===== src/rtl/acoustic_pkg.sv =====
// Shared definitions for the acoustic front end.
//   trig_state_t - trigger FSM state encoding
//   DATA_W_DEF   - default signed sample width
//   CNT_W_DEF    - default width of window/holdoff/timeout counters
//   idx_w()      - width of a channel index, never below one bit
package acoustic_pkg;

   typedef enum logic [1:0] {
      HOLDOFF   = 2'd0,
      ARMED     = 2'd1,
      TRIGGERED = 2'd2
   } trig_state_t;

   localparam int DATA_W_DEF = 12;
   localparam int CNT_W_DEF  = 21;

   function automatic int idx_w(input int n);
      return (n > 1) ? $clog2(n) : 1;
   endfunction

endpackage


===== src/rtl/acoustic_trigger_if.sv =====
// Sample/handshake/result bundle between the ADC front end, the trigger and
// the correlator.
//   master : drives samples, threshold, ch_enable, done; receives results
//   slave  : acoustic_trigger side
interface acoustic_trigger_if #(
   parameter int N_CH   = 4,
   parameter int DATA_W = acoustic_pkg::DATA_W_DEF,
   parameter int CNT_W  = acoustic_pkg::CNT_W_DEF
);
   import acoustic_pkg::*;

   localparam int CH_W = idx_w(N_CH);

   logic                     sample_valid;
   logic [N_CH*DATA_W-1:0]   samples;
   logic [DATA_W-1:0]        threshold;
   logic [N_CH-1:0]          ch_enable;
   logic                     done;
   logic                     start;
   logic [CH_W-1:0]          trig_ch;
   logic                     timeout;
   logic [N_CH*DATA_W-1:0]   peak_val;
   logic [N_CH*CNT_W-1:0]    peak_idx;
   logic                     win_valid;

   modport master (
      output sample_valid, samples, threshold, ch_enable, done,
      input  start, trig_ch, timeout, peak_val, peak_idx, win_valid
   );

   modport slave (
      input  sample_valid, samples, threshold, ch_enable, done,
      output start, trig_ch, timeout, peak_val, peak_idx, win_valid
   );

endinterface


===== src/rtl/peak_tracker.sv =====
// Per-channel positive peak tracker over one window.
//   valid    - sample qualifier
//   last     - this valid sample closes the window
//   sample   - signed sample
//   idx      - window index of the current sample
//   peak_val - max of the last completed window (0 if nothing positive)
//   peak_idx - index of the first occurrence of that max
module peak_tracker import acoustic_pkg::*; #(
   parameter int DATA_W = DATA_W_DEF,
   parameter int CNT_W  = CNT_W_DEF
) (
   input  logic              AD9226_CLK,
   input  logic              reset_n,
   input  logic              valid,
   input  logic              last,
   input  logic [DATA_W-1:0] sample,
   input  logic [CNT_W-1:0]  idx,
   output logic [DATA_W-1:0] peak_val,
   output logic [CNT_W-1:0]  peak_idx
);

   logic [DATA_W-1:0] run_max;
   logic [CNT_W-1:0]  run_idx;
   logic [DATA_W-1:0] nxt_max;
   logic [CNT_W-1:0]  nxt_idx;
   logic              take;

   // Strict compare keeps the first occurrence; starting at 0 drops negatives.
   always_comb begin
      take    = $signed(sample) > $signed(run_max);
      nxt_max = take ? sample : run_max;
      nxt_idx = take ? idx : run_idx;
   end

   always_ff @(posedge AD9226_CLK or negedge reset_n) begin
      if (!reset_n) begin
         run_max  <= '0;
         run_idx  <= '0;
         peak_val <= '0;
         peak_idx <= '0;
      end else if (valid) begin
         if (last) begin
            peak_val <= nxt_max;
            peak_idx <= nxt_idx;
            run_max  <= '0;
            run_idx  <= '0;
         end else begin
            run_max  <= nxt_max;
            run_idx  <= nxt_idx;
         end
      end
   end

endmodule


===== src/rtl/acoustic_trigger.sv =====
// N-channel threshold trigger with correlator handshake/timeout, plus
// free-running windowed positive peak reporting per channel.
//   AD9226_CLK - sample clock
//   reset_n    - asynchronous active-low reset
//   bus        - sample inputs, start/done handshake, trigger and peak results
//
// state     | meaning
// ----------+--------------------------------------------------------------
// HOLDOFF   | counting HOLDOFF valid samples, crossings ignored
// ARMED     | waiting for an enabled channel to exceed threshold
// TRIGGERED | start high, waiting for done or TIMEOUT cycles
module acoustic_trigger #(
   parameter int N_CH    = 4,
   parameter int DATA_W  = acoustic_pkg::DATA_W_DEF,
   parameter int CNT_W   = acoustic_pkg::CNT_W_DEF,
   parameter int HOLDOFF = 625_000,
   parameter int WIN_LEN = 1_291_666,
   parameter int TIMEOUT = 1_048_575
) (
   input logic               AD9226_CLK,
   input logic               reset_n,
   acoustic_trigger_if.slave bus
);
   import acoustic_pkg::*;

   localparam int CH_W = idx_w(N_CH);

   trig_state_t            state;
   logic [CNT_W-1:0]       fsm_cnt;
   logic [CNT_W-1:0]       win_cnt;
   logic                   start_r;
   logic                   timeout_r;
   logic                   win_valid_r;
   logic [CH_W-1:0]        trig_ch_r;
   logic [N_CH-1:0]        over;
   logic                   hit;
   logic [CH_W-1:0]        hit_ch;
   logic                   win_last;
   logic [N_CH*DATA_W-1:0] peak_val_w;
   logic [N_CH*CNT_W-1:0]  peak_idx_w;

   always_comb begin
      over = '0;
      for (int k = 0; k < N_CH; k++) begin
         over[k] = bus.ch_enable[k] &&
                   ($signed(bus.samples[k*DATA_W +: DATA_W]) > $signed(bus.threshold));
      end
   end

   // Scan downward so the lowest firing channel wins.
   always_comb begin
      hit_ch = '0;
      for (int k = N_CH - 1; k >= 0; k--) begin
         if (over[k]) hit_ch = CH_W'(k);
      end
      hit = |over;
   end

   always_ff @(posedge AD9226_CLK or negedge reset_n) begin
      if (!reset_n) begin
         state     <= acoustic_pkg::HOLDOFF;
         fsm_cnt   <= '0;
         start_r   <= 1'b0;
         timeout_r <= 1'b0;
         trig_ch_r <= '0;
      end else begin
         timeout_r <= 1'b0;
         case (state)
            acoustic_pkg::HOLDOFF: begin
               if (bus.sample_valid) begin
                  if (fsm_cnt == CNT_W'(HOLDOFF - 1)) begin
                     fsm_cnt <= '0;
                     state   <= acoustic_pkg::ARMED;
                  end else begin
                     fsm_cnt <= fsm_cnt + CNT_W'(1);
                  end
               end
            end
            acoustic_pkg::ARMED: begin
               if (bus.sample_valid && hit) begin
                  state     <= acoustic_pkg::TRIGGERED;
                  start_r   <= 1'b1;
                  trig_ch_r <= hit_ch;
                  fsm_cnt   <= '0;
               end
            end
            acoustic_pkg::TRIGGERED: begin
               // done has priority over an expiring timeout on the same cycle.
               if (bus.done) begin
                  state   <= acoustic_pkg::HOLDOFF;
                  start_r <= 1'b0;
                  fsm_cnt <= '0;
               end else if (fsm_cnt == CNT_W'(TIMEOUT - 1)) begin
                  state     <= acoustic_pkg::HOLDOFF;
                  start_r   <= 1'b0;
                  timeout_r <= 1'b1;
                  fsm_cnt   <= '0;
               end else begin
                  fsm_cnt <= fsm_cnt + CNT_W'(1);
               end
            end
            default: begin
               state   <= acoustic_pkg::HOLDOFF;
               start_r <= 1'b0;
               fsm_cnt <= '0;
            end
         endcase
      end
   end

   assign win_last = bus.sample_valid && (win_cnt == CNT_W'(WIN_LEN - 1));

   always_ff @(posedge AD9226_CLK or negedge reset_n) begin
      if (!reset_n) begin
         win_cnt     <= '0;
         win_valid_r <= 1'b0;
      end else begin
         win_valid_r <= win_last;
         if (bus.sample_valid) begin
            win_cnt <= win_last ? '0 : win_cnt + CNT_W'(1);
         end
      end
   end

   for (genvar k = 0; k < N_CH; k++) begin : g_ch
      peak_tracker #(
         .DATA_W (DATA_W),
         .CNT_W  (CNT_W)
      ) u_peak (
         .AD9226_CLK (AD9226_CLK),
         .reset_n    (reset_n),
         .valid      (bus.sample_valid),
         .last       (win_last),
         .sample     (bus.samples[k*DATA_W +: DATA_W]),
         .idx        (win_cnt),
         .peak_val   (peak_val_w[k*DATA_W +: DATA_W]),
         .peak_idx   (peak_idx_w[k*CNT_W +: CNT_W])
      );
   end

   assign bus.start     = start_r;
   assign bus.trig_ch   = trig_ch_r;
   assign bus.timeout   = timeout_r;
   assign bus.win_valid = win_valid_r;
   assign bus.peak_val  = peak_val_w;
   assign bus.peak_idx  = peak_idx_w;

endmodule


===== src/flat_wrapper.sv =====
// flat-port wrapper written by rule: the top's interface ports become plain ports
module acoustic_trigger_flat import acoustic_pkg::*;
#(
   parameter int N_CH    = 4,
   parameter int DATA_W  = acoustic_pkg::DATA_W_DEF,
   parameter int CNT_W   = acoustic_pkg::CNT_W_DEF,
   parameter int HOLDOFF = 625_000,
   parameter int WIN_LEN = 1_291_666,
   parameter int TIMEOUT = 1_048_575
)
  (AD9226_CLK, reset_n, bus_sample_valid, bus_samples, bus_threshold, bus_ch_enable, bus_done, bus_start, bus_trig_ch, bus_timeout, bus_peak_val, bus_peak_idx, bus_win_valid);
  acoustic_trigger_if #(.N_CH(N_CH), .DATA_W(DATA_W), .CNT_W(CNT_W)) bus_i ();
  input logic AD9226_CLK;
  input logic reset_n;
  input wire logic [$bits(bus_i.sample_valid)-1:0] bus_sample_valid;
  input wire logic [$bits(bus_i.samples)-1:0] bus_samples;
  input wire logic [$bits(bus_i.threshold)-1:0] bus_threshold;
  input wire logic [$bits(bus_i.ch_enable)-1:0] bus_ch_enable;
  input wire logic [$bits(bus_i.done)-1:0] bus_done;
  output wire logic [$bits(bus_i.start)-1:0] bus_start;
  output wire logic [$bits(bus_i.trig_ch)-1:0] bus_trig_ch;
  output wire logic [$bits(bus_i.timeout)-1:0] bus_timeout;
  output wire logic [$bits(bus_i.peak_val)-1:0] bus_peak_val;
  output wire logic [$bits(bus_i.peak_idx)-1:0] bus_peak_idx;
  output wire logic [$bits(bus_i.win_valid)-1:0] bus_win_valid;
  assign bus_i.sample_valid = bus_sample_valid;
  assign bus_i.samples = bus_samples;
  assign bus_i.threshold = bus_threshold;
  assign bus_i.ch_enable = bus_ch_enable;
  assign bus_i.done = bus_done;
  assign bus_start = bus_i.start;
  assign bus_trig_ch = bus_i.trig_ch;
  assign bus_timeout = bus_i.timeout;
  assign bus_peak_val = bus_i.peak_val;
  assign bus_peak_idx = bus_i.peak_idx;
  assign bus_win_valid = bus_i.win_valid;
  acoustic_trigger #(.N_CH(N_CH), .DATA_W(DATA_W), .CNT_W(CNT_W), .HOLDOFF(HOLDOFF), .WIN_LEN(WIN_LEN), .TIMEOUT(TIMEOUT)) u_core (.AD9226_CLK(AD9226_CLK), .reset_n(reset_n), .bus(bus_i));
endmodule

===== config.mk =====
export PLATFORM = sky130hd
export DESIGN_NAME = acoustic_trigger_flat
export DESIGN_NICKNAME = d
export VERILOG_FILES = /design/src/rtl/acoustic_pkg.sv /design/src/rtl/acoustic_trigger_if.sv /design/src/rtl/peak_tracker.sv /design/src/rtl/acoustic_trigger.sv /design/src/flat_wrapper.sv
export SDC_FILE = /design/constraint.sdc
export NUM_CORES = 1
export LEC_CHECK = 0
export CAP_MARGIN = 40
export CORE_ASPECT_RATIO = 0.8
export CORE_MARGIN = 2
export CORE_UTILIZATION = 61
export CTS_BUF_LIST = sky130_fd_sc_hd__clkbuf_4 sky130_fd_sc_hd__clkbuf_8
export CTS_CLUSTER_SIZE = 25
export DETAILED_ROUTE_END_ITERATION = 10
export PLACE_DENSITY = 0.93
export SYNTH_ARGS = -nofsm -noshare
export SYNTH_HDL_FRONTEND = slang
export SYNTH_SLANG_ARGS = --single-unit

===== constraint.sdc =====
create_clock -name AD9226_CLK -period 5 [get_ports AD9226_CLK]
set_clock_uncertainty 0.05 [all_clocks]
set_input_delay 0.75 -clock AD9226_CLK [delete_from_list [all_inputs] [get_ports AD9226_CLK]]
set_output_delay 0.75 -clock AD9226_CLK [all_outputs]
set_load 0.01 [all_outputs]

==> impl_metrics.tcl, run 1 <==
set metrics [dict create \
    fin_crit_ns 3.986 \
    outcome "finished clean" \
    final-seq-area_sq_um 7833 \
    syn_area_per_cell_sq_um 9.915 \
    fin_cells 2109 \
    drc_errors 0 \
    ios 205 \
    worstSetupEndpointType "flip-flop" \
    dieArea_sq_um 26970 \
    ant_nets 0 \
    max_slew_margin_pct 32.26 \
    antenna_found_initial 2 \
    crit_fanout 12 \
    final_hold_viol_count 0 \
    synth-simple-area-share_pct 16.58 \
    synth_fa_ha_area_share_pct 7.992 \
    startpoint_type "primary input" \
    firstDrtPassIters 5 \
    drive_gt1_share_pct 7.796 \
    dp_worst_setup_slack_ns 0.5488 \
    synth_edf_count 0 \
    syn_to_final_growth_pct 21.33 \
    fp.coreArea_sq_um 25240 \
    yosysWarnings 0 \
    utilization_pct 75.24 \
    synth_compound_area_share_pct 19.49 \
    maxCapViolations 0 \
    use_met3_pct 7.883 \
    critPathBufInv 3 \
    initial_core_util_pct 62.01 \
    cp_slowest_stage_delay_ns 0.75 \
    fin_nets 1916 \
    cts_buffers 48 \
    wire_per_inst_um 21.89 \
    grt_use_met1_pct 50.55 \
    placement.io_buffers 204 \
    top_usage_layer "met2" \
    grt_pass1_vias 13831 \
    vias 14078 \
    worst_ep_arrival_time_ns 4.40 \
    n_fill_cell 1629 \
    die_w_um 183.1 \
    hold_slack_ns 0.2344 \
    rows 52 \
    crit_path_cell_trace "clkdlybuf4s50_1, inv_1, ha_1, nand4_1, o21ba_2, a21o_1, a311oi_1, nor4b_4, a21oi_1, buf_4, mux2_2" \
    setup_tns_ns 0 \
    synth_ff_type "dfrtp_1" \
    worstPathRequired_ns 5.41 \
    critPathSlowestCell "a21oi_1" \
    cts_tree "yes" \
    holdBufCountCts 0 \
    cts-htree-levels 2 \
    rrSetupSlack_ns 1.27 \
    yosysUniqueCellTypes 58 \
    synthArstFlopShare_pct 100.0 \
    hold_path_class "primary input to asynchronous set/reset pin" \
    viasPerCell 6.675 \
    wl_mm 46.17 \
    ys_ff_latch 313 \
    muxShareOfSynthArea_pct 0.07193 \
    clk_pin_slew_ns 0.06 \
    place.gp.congestion 0.9463 \
    grt_overflow 0 \
    synth_area_sq_um 15660 \
    die_y_um 147.3 \
    grt_pass1_wl_mm 73.99 \
    root_buffer "clkbuf_8" \
    grt_max_degree 141 \
    fin_ws_ns 1.014 \
    ctsResizeCount 0 \
    clockBufferDepth 3 \
    finalSetupViolCount 0 \
    grt.total_usage_pct 34.63 \
    tightestPinTransition_ns 1.016 \
    synthCells 1579 \
    timing.fmax_mhz 250.9 \
    drv_slew 0 \
    postCtsSetupRepairBufs 0 \
    place_hpwl_mm 30.76 \
    synth_top_family_by_area "compound AO/OA/AOI/OAI gates" \
    multi_input_area_sq_um 7128 \
    synth_nets 1747 \
    period_share_pct 79.71 \
    cpLargestDelayFamily "compound AO/OA/AOI/OAI gates" \
    gr-usage-met2_pct 50.74 \
    synthXorXnorAreaFrac_pct 1.007 \
    power_density_nw_per_um2 409.7 \
    drt_iter0_markers 1678 \
    path_class "primary input to flip-flop" \
    vdd_drop_max_v 0.0002259 \
    rsz0062_at_grt "false" \
    leakage_nw 8.947 \
    ys_seq_area_share_pct 50.03 \
    clk_latency_ns 0.59 \
    dp_cells 2022 \
    cts.sinks 313 \
]
[kinds of logic after synthesis]
kind of cell               after synthesis
AOI/OAI and AO/OA                      409
and+or+nand+nor                        546
adders and majority gates              100
muxes                                    1
xor gates and xnor gates                18
buffers and inverters                  192
DFF                                    313
[layout by cell type, fill, tap and decap left out, types with 11 or more instances in the layout]
| cell type | netlist | layout |
|---|---|---|
| o21ai_0 | 64 | 64 |
| clkbuf_4 | 0 | 19 |
| clkdlybuf4s50_1 | 0 | 203 |
| a21oi_1 | 30 | 28 |
| o211ai_1 | 74 | 74 |
| clkbuf_8 | 0 | 58 |
| inv_1 | 75 | 75 |
| a31oi_1 | 24 | 24 |
| nand2_1 | 257 | 257 |
| ha_1 | 100 | 100 |
| dfrtp_1 | 313 | 313 |
| nor3_1 | 20 | 18 |
| o21a_1 | 11 | 11 |
| buf_4 | 0 | 30 |
| xor2_1 | 12 | 12 |
| o31ai_1 | 23 | 21 |
| nand3_1 | 73 | 73 |
| nor2b_1 | 16 | 16 |
| a22o_1 | 130 | 130 |
| nor2_1 | 45 | 43 |
| nand4_1 | 79 | 79 |
[flip-flops by register name, indices dropped and copies added, names as in the netlist]
name and cells:
u_core.g_ch.u_peak.run_max 48, u_core.g_ch.u_peak.run_idx 84, u_core.bus.timeout 1, u_core.g_ch.u_peak.peak_idx 84, u_core.state 2, u_core.win_cnt 21, u_core.bus.trig_ch 2, u_core.g_ch.u_peak.peak_val 48
u_core.bus.win_valid 1, u_core.fsm_cnt 21, u_core.bus.start 1
[synthesized netlist by cell type, types with 2 or more instances]
master | count | area, sq um
nand2b_1 | 6 | 37.54
a32o_1 | 3 | 30.03
nor4_1 | 10 | 62.56
o211ai_1 | 74 | 555.5
clkbuf_1 | 91 | 341.6
a21oi_1 | 30 | 150.1
or2_2 | 4 | 25.02
and2_1 | 4 | 25.02
o211a_1 | 4 | 40.04
a22o_1 | 130 | 1139
buf_2 | 15 | 75.07
a211o_1 | 9 | 78.83
xnor2_1 | 6 | 52.55
buf_1 | 9 | 33.78
buf_6 | 2 | 22.52
o31ai_1 | 23 | 172.7
a31oi_1 | 24 | 150.1
a211oi_1 | 5 | 37.54
nand2_1 | 257 | 964.7
nor3_1 | 20 | 100.1
nor4b_1 | 4 | 35.03
nand3_1 | 73 | 365.4
dfrtp_1 | 313 | 7833
nor2b_1 | 16 | 100.1
a41oi_1 | 6 | 52.55
and4_1 | 3 | 26.28
ha_1 | 100 | 1251
inv_1 | 75 | 281.5
a311oi_1 | 2 | 17.52
nor2_1 | 45 | 168.9
a221o_1 | 3 | 30.03
o21a_1 | 11 | 82.58
o21ai_0 | 64 | 320.3
o22a_1 | 2 | 17.52
xor2_1 | 12 | 105.1
nand4_1 | 79 | 494.2
and2_0 | 8 | 50.05
a21o_1 | 10 | 75.07
and3_1 | 8 | 50.05
[worst paths after layout]
path,from,endpoint,cells past startpoint
min in group AD9226_CLK,u_core.g_ch[2].u_peak.peak_idx[12]$_DFFE_PN0P_,u_core.g_ch[2].u_peak.peak_idx[12]$_DFFE_PN0P_,2
max in group asynchronous,reset_n,u_core.g_ch[0].u_peak.peak_val[0]$_DFFE_PN0P_,2
setup / recovery,bus_threshold[11],u_core.fsm_cnt[1]$_DFFE_PN0P_,11
hold reg to reg,u_core.g_ch[2].u_peak.peak_idx[12]$_DFFE_PN0P_,u_core.g_ch[2].u_peak.peak_idx[12]$_DFFE_PN0P_,2
setup reg to reg,u_core.win_cnt[1]$_DFFE_PN0P_,u_core.g_ch[1].u_peak.run_idx[13]$_DFFE_PN0P_,9
hold / removal,reset_n,u_core.g_ch[3].u_peak.peak_val[9]$_DFFE_PN0P_,1
[metrics by stage]
stage / instance area, sq um / total power [W]
floorplan: 15660 / 0.004657
global placement: 17960 / 0.005312
detailed placement: 17960 / 0.005446
CTS: 18990 / 0.007728
global route: 18990 / 0.008144
finish: 18990 / 0.007781
[routing by layer]
layer	part of all wire [%]	vias to the layer above
met1	42	6896
li1	-	6123
met5	0	-
met4	3.4	0
met2	44	909
met3	11	150
[cell type report]
type	instances	share of cell area, %
antenna	2	0.02635
inverter	75	1.482
sequential	313	41.24
timing repair buffer	236	12.17
multi-input combinational	1074	37.53
tap	324	2.134
clock inverter	8	0.4677
clock buffer	77	4.954
[where the power goes]
group	leakage, nW	total [W]	internal, W	switching, W
combinational	4.17	0.00228	0.000809	0.00147
sequential	4.22	0.00324	0.00288	0.000364
clock	0.553	0.00226	0.00125	0.00101
total	8.95	0.00778	0.00494	0.00285
(Power assumes the default switching activity.)
==> inputs of run 2 (changes only) <==
--- a/config.mk
+++ b/config.mk
@@ -8,11 +8,11 @@
 export CAP_MARGIN = 40
 export CORE_ASPECT_RATIO = 0.8
 export CORE_MARGIN = 2
-export CORE_UTILIZATION = 61
+export CORE_UTILIZATION = 52
 export CTS_BUF_LIST = sky130_fd_sc_hd__clkbuf_4 sky130_fd_sc_hd__clkbuf_8
 export CTS_CLUSTER_SIZE = 25
 export DETAILED_ROUTE_END_ITERATION = 10
-export PLACE_DENSITY = 0.93
+export PLACE_DENSITY = 0.85
 export SYNTH_ARGS = -nofsm -noshare
 export SYNTH_HDL_FRONTEND = slang
 export SYNTH_SLANG_ARGS = --single-unit
==> constraint.sdc (replaced) <==
create_clock -name AD9226_CLK -period 3.5 [get_ports AD9226_CLK]
set_clock_uncertainty 0.05 [all_clocks]
set_input_delay 0.525 -clock AD9226_CLK [delete_from_list [all_inputs] [get_ports AD9226_CLK]]
set_output_delay 0.525 -clock AD9226_CLK [all_outputs]
set_load 0.01 [all_outputs]
==> run 2 against run 1 <==
  * Sequential cell count is the same
  * Sequential power is 43% higher
  * Worst hold slack better by 0.18 ns
  * First-iteration DRC count decreased by 15%
  * Global-route usage fell by 4.8 points
  * Largest cell class unchanged
  * Die area rose by 17%
  * Core utilization decreased by 8.6 points
  * Critical endpoint is now u_core.g_ch[0].u_peak.run_idx[13]$_DFFE_PN0P_
  * Register-to-register slack worse by 0.78 ns
  * Final area up 3.5%
  * Critical path type is now flip-flop to flip-flop
  * Via count is 1.5% lower
  * Power increased by 48%
==> impl_metrics.tcl, run 2 (same netlist as run 1, synthesis figures left out) <==
set metrics [dict create \
    grt_max_degree 105 \
    rrSetupSlack_ns 0.49 \
    cpLargestDelayFamily "simple AND/OR/NAND/NOR gates" \
    cts-htree-levels 2 \
    finalSetupViolCount 0 \
    root_buffer "clkbuf_8" \
    max_slew_margin_pct 45.05 \
    ios 205 \
    leakage_nw 9.272 \
    clk_latency_ns 0.61 \
    crit_fanout 19 \
    hold_path_class "flip-flop to flip-flop" \
    cp_slowest_stage_delay_ns 0.50 \
    dieArea_sq_um 31520 \
    reg_top3 "u_core.g_ch.u_peak.peak_idx x84, u_core.g_ch.u_peak.run_idx x84" \
    drv_slew 0 \
    cts_buffers 49 \
    n_fill_cell 2202 \
    place_hpwl_mm 32.37 \
    ant_nets 0 \
    worst_hold_startpoint "u_core.g_ch[2].u_peak.peak_idx[13]$_DFFE_PN0P_" \
    die_w_um 198.0 \
    worstPathRequired_ns 3.92 \
    wl_mm 46.33 \
    cts.sinks 313 \
    tightestPinTransition_ns 0.8167 \
    critPathBufInv 3 \
    hold_depth 2 \
    fp.coreArea_sq_um 29500 \
    rows 56 \
    fin_nets 1969 \
    setup_tns_ns 0 \
    dp_cells 2155 \
    path_class "flip-flop to flip-flop" \
    r2r_start "u_core.win_cnt[1]$_DFFE_PN0P_" \
    fin_cells 2244 \
    rsz0062_at_grt "false" \
    reg2reg_to "u_core.g_ch[0].u_peak.run_idx[13]$_DFFE_PN0P_" \
    period_share_pct 86.05 \
    final_cell_mix "dfrtp_1 (313), nand2_1 (257), clkdlybuf4s50_1 (203)" \
    gr-usage-met2_pct 43.36 \
    whs_endpoint "u_core.g_ch[2].u_peak.peak_idx[13]$_DFFE_PN0P_" \
    use_met3_pct 7.922 \
    place.gp.congestion 0.8867 \
    clk_pin_slew_ns 0.07 \
    timing.fmax_mhz 332.0 \
    fin_crit_ns 3.012 \
    clockBufferDepth 3 \
    grt_pass1_vias 13776 \
    diodes 0 \
    viasPerCell 6.182 \
    postCtsSetupRepairBufs 0 \
    worst_ep_arrival_time_ns 3.43 \
    antenna_found_initial 0 \
    finalPower_w 0.01154 \
    drt_iter0_markers 1420 \
    vias 13872 \
    drive_gt1_share_pct 10.50 \
    vdd_drop_max_v 0.0003298 \
    worstSetupEndpointType "flip-flop" \
    final_hold_viol_count 0 \
    utilization_pct 66.64 \
    top_usage_layer "met1" \
    startpoint_type "flip-flop" \
    firstDrtPassIters 5 \
    syn_to_final_growth_pct 25.58 \
    grt_pass1_wl_mm 74.78 \
    final_common_cell "dfrtp_1" \
    placement.io_buffers 204 \
    reg2regPathDepth 10 \
    critPathSlowestCell "or4_4" \
    grt_use_met1_pct 43.63 \
    drc_errors 0 \
    crit_path_cell_trace "inv_1, ha_1, nor4b_1, nand4_1, or4_4, nand2_1, nor3_2, buf_4, buf_12, a22o_1" \
    grt_overflow 0 \
    outcome "finished clean" \
    die_y_um 159.2 \
    grt.total_usage_pct 29.86 \
    power_density_nw_per_um2 586.9 \
    cts_tree "yes" \
    maxCapViolations 0 \
    wire_per_inst_um 20.64 \
    initial_core_util_pct 53.07 \
]
## run 2: worst max path at each step
stage	startpoint	end	slack (ns)	depth (start not counted)
after floorplan	bus_threshold[7]	u_core.fsm_cnt[19]$_DFFE_PN0P_	0.55	10
after global placement	bus_threshold[7]	u_core.fsm_cnt[13]$_DFFE_PN0P_	-0.01	13
after detailed placement	bus_threshold[7]	u_core.fsm_cnt[9]$_DFFE_PN0P_	-0.09	13
after CTS	u_core.win_cnt[1]$_DFFE_PN0P_	u_core.g_ch[0].u_peak.run_idx[13]$_DFFE_PN0P_	0.50	10
after global routing	bus_threshold[5]	u_core.fsm_cnt[20]$_DFFE_PN0P_	0.37	13
final	u_core.win_cnt[1]$_DFFE_PN0P_	u_core.g_ch[0].u_peak.run_idx[13]$_DFFE_PN0P_	0.49	10
## run 2: through the flow
stage / setup WS [ns] / area [sq um] / hold WS [ns]
2_1_floorplan: 0.5537 / 15660 / 0.1794
3_3_place_gp: -0.01258 / 18520 / 0.3994
3_5_place_dp: -0.09375 / 18530 / 0.4042
4_1_cts: 0.4993 / 19660 / 0.4190
5_1_grt: 0.3721 / 19660 / 0.4448
6_report: 0.4884 / 19660 / 0.4135
## run 2: tightest hold or removal path, stage by stage, from the launching register on
cell and delay, ns:
dfrtp_1 0.34, nand2_1 0.05, nand2_1 0.05
## run 2: layer usage
metal / wire length, um / part of all wire [%]
met5: 0 / 0
met4: 1300 / 2.8
met3: 4866 / 11
met2: 20000 / 43
met1: 20160 / 44
## run 2: area by class of cell
| cell class | instances | area, sq um | share of cell area (%) |
|---|---|---|---|
| flip-flops and latches | 313 | 7833 | 39.84 |
| inverters | 75 | 281.5 | 1.432 |
| multi-input cells | 1074 | 7128 | 36.26 |
| repair buffers | 288 | 2793 | 14.21 |
| clock buffers | 79 | 987.2 | 5.022 |
| well taps | 406 | 508.0 | 2.584 |
| clock inverters | 9 | 128.9 | 0.6556 |
## run 2: timing repair
action / in CTS / in global routing
hold endpoints to repair: 66 / 0
hold buffers: 1 / 0
resized for setup: 0 / 0
## run 2: report_power, final
part	total, W	switching (W)	internal, W
sequential	0.00463	0.000520	0.00411
combinational	0.00346	0.00212	0.00134
clock	0.00345	0.00150	0.00195
total	0.0115	0.00414	0.00739
==> inputs of run 3 (changes only) <==
==> constraint.sdc (replaced) <==
create_clock -name AD9226_CLK -period 3.5 [get_ports AD9226_CLK]
set_clock_uncertainty 0.05 [all_clocks]
set_input_delay 0.525 -clock AD9226_CLK [delete_from_list [all_inputs] [get_ports AD9226_CLK]]
set_output_delay 0.525 -clock AD9226_CLK [all_outputs]
set_load 0.05 [all_outputs]
==> results of run 3 <==
The final DEF is identical to that of run 2; final timing and power are the same.
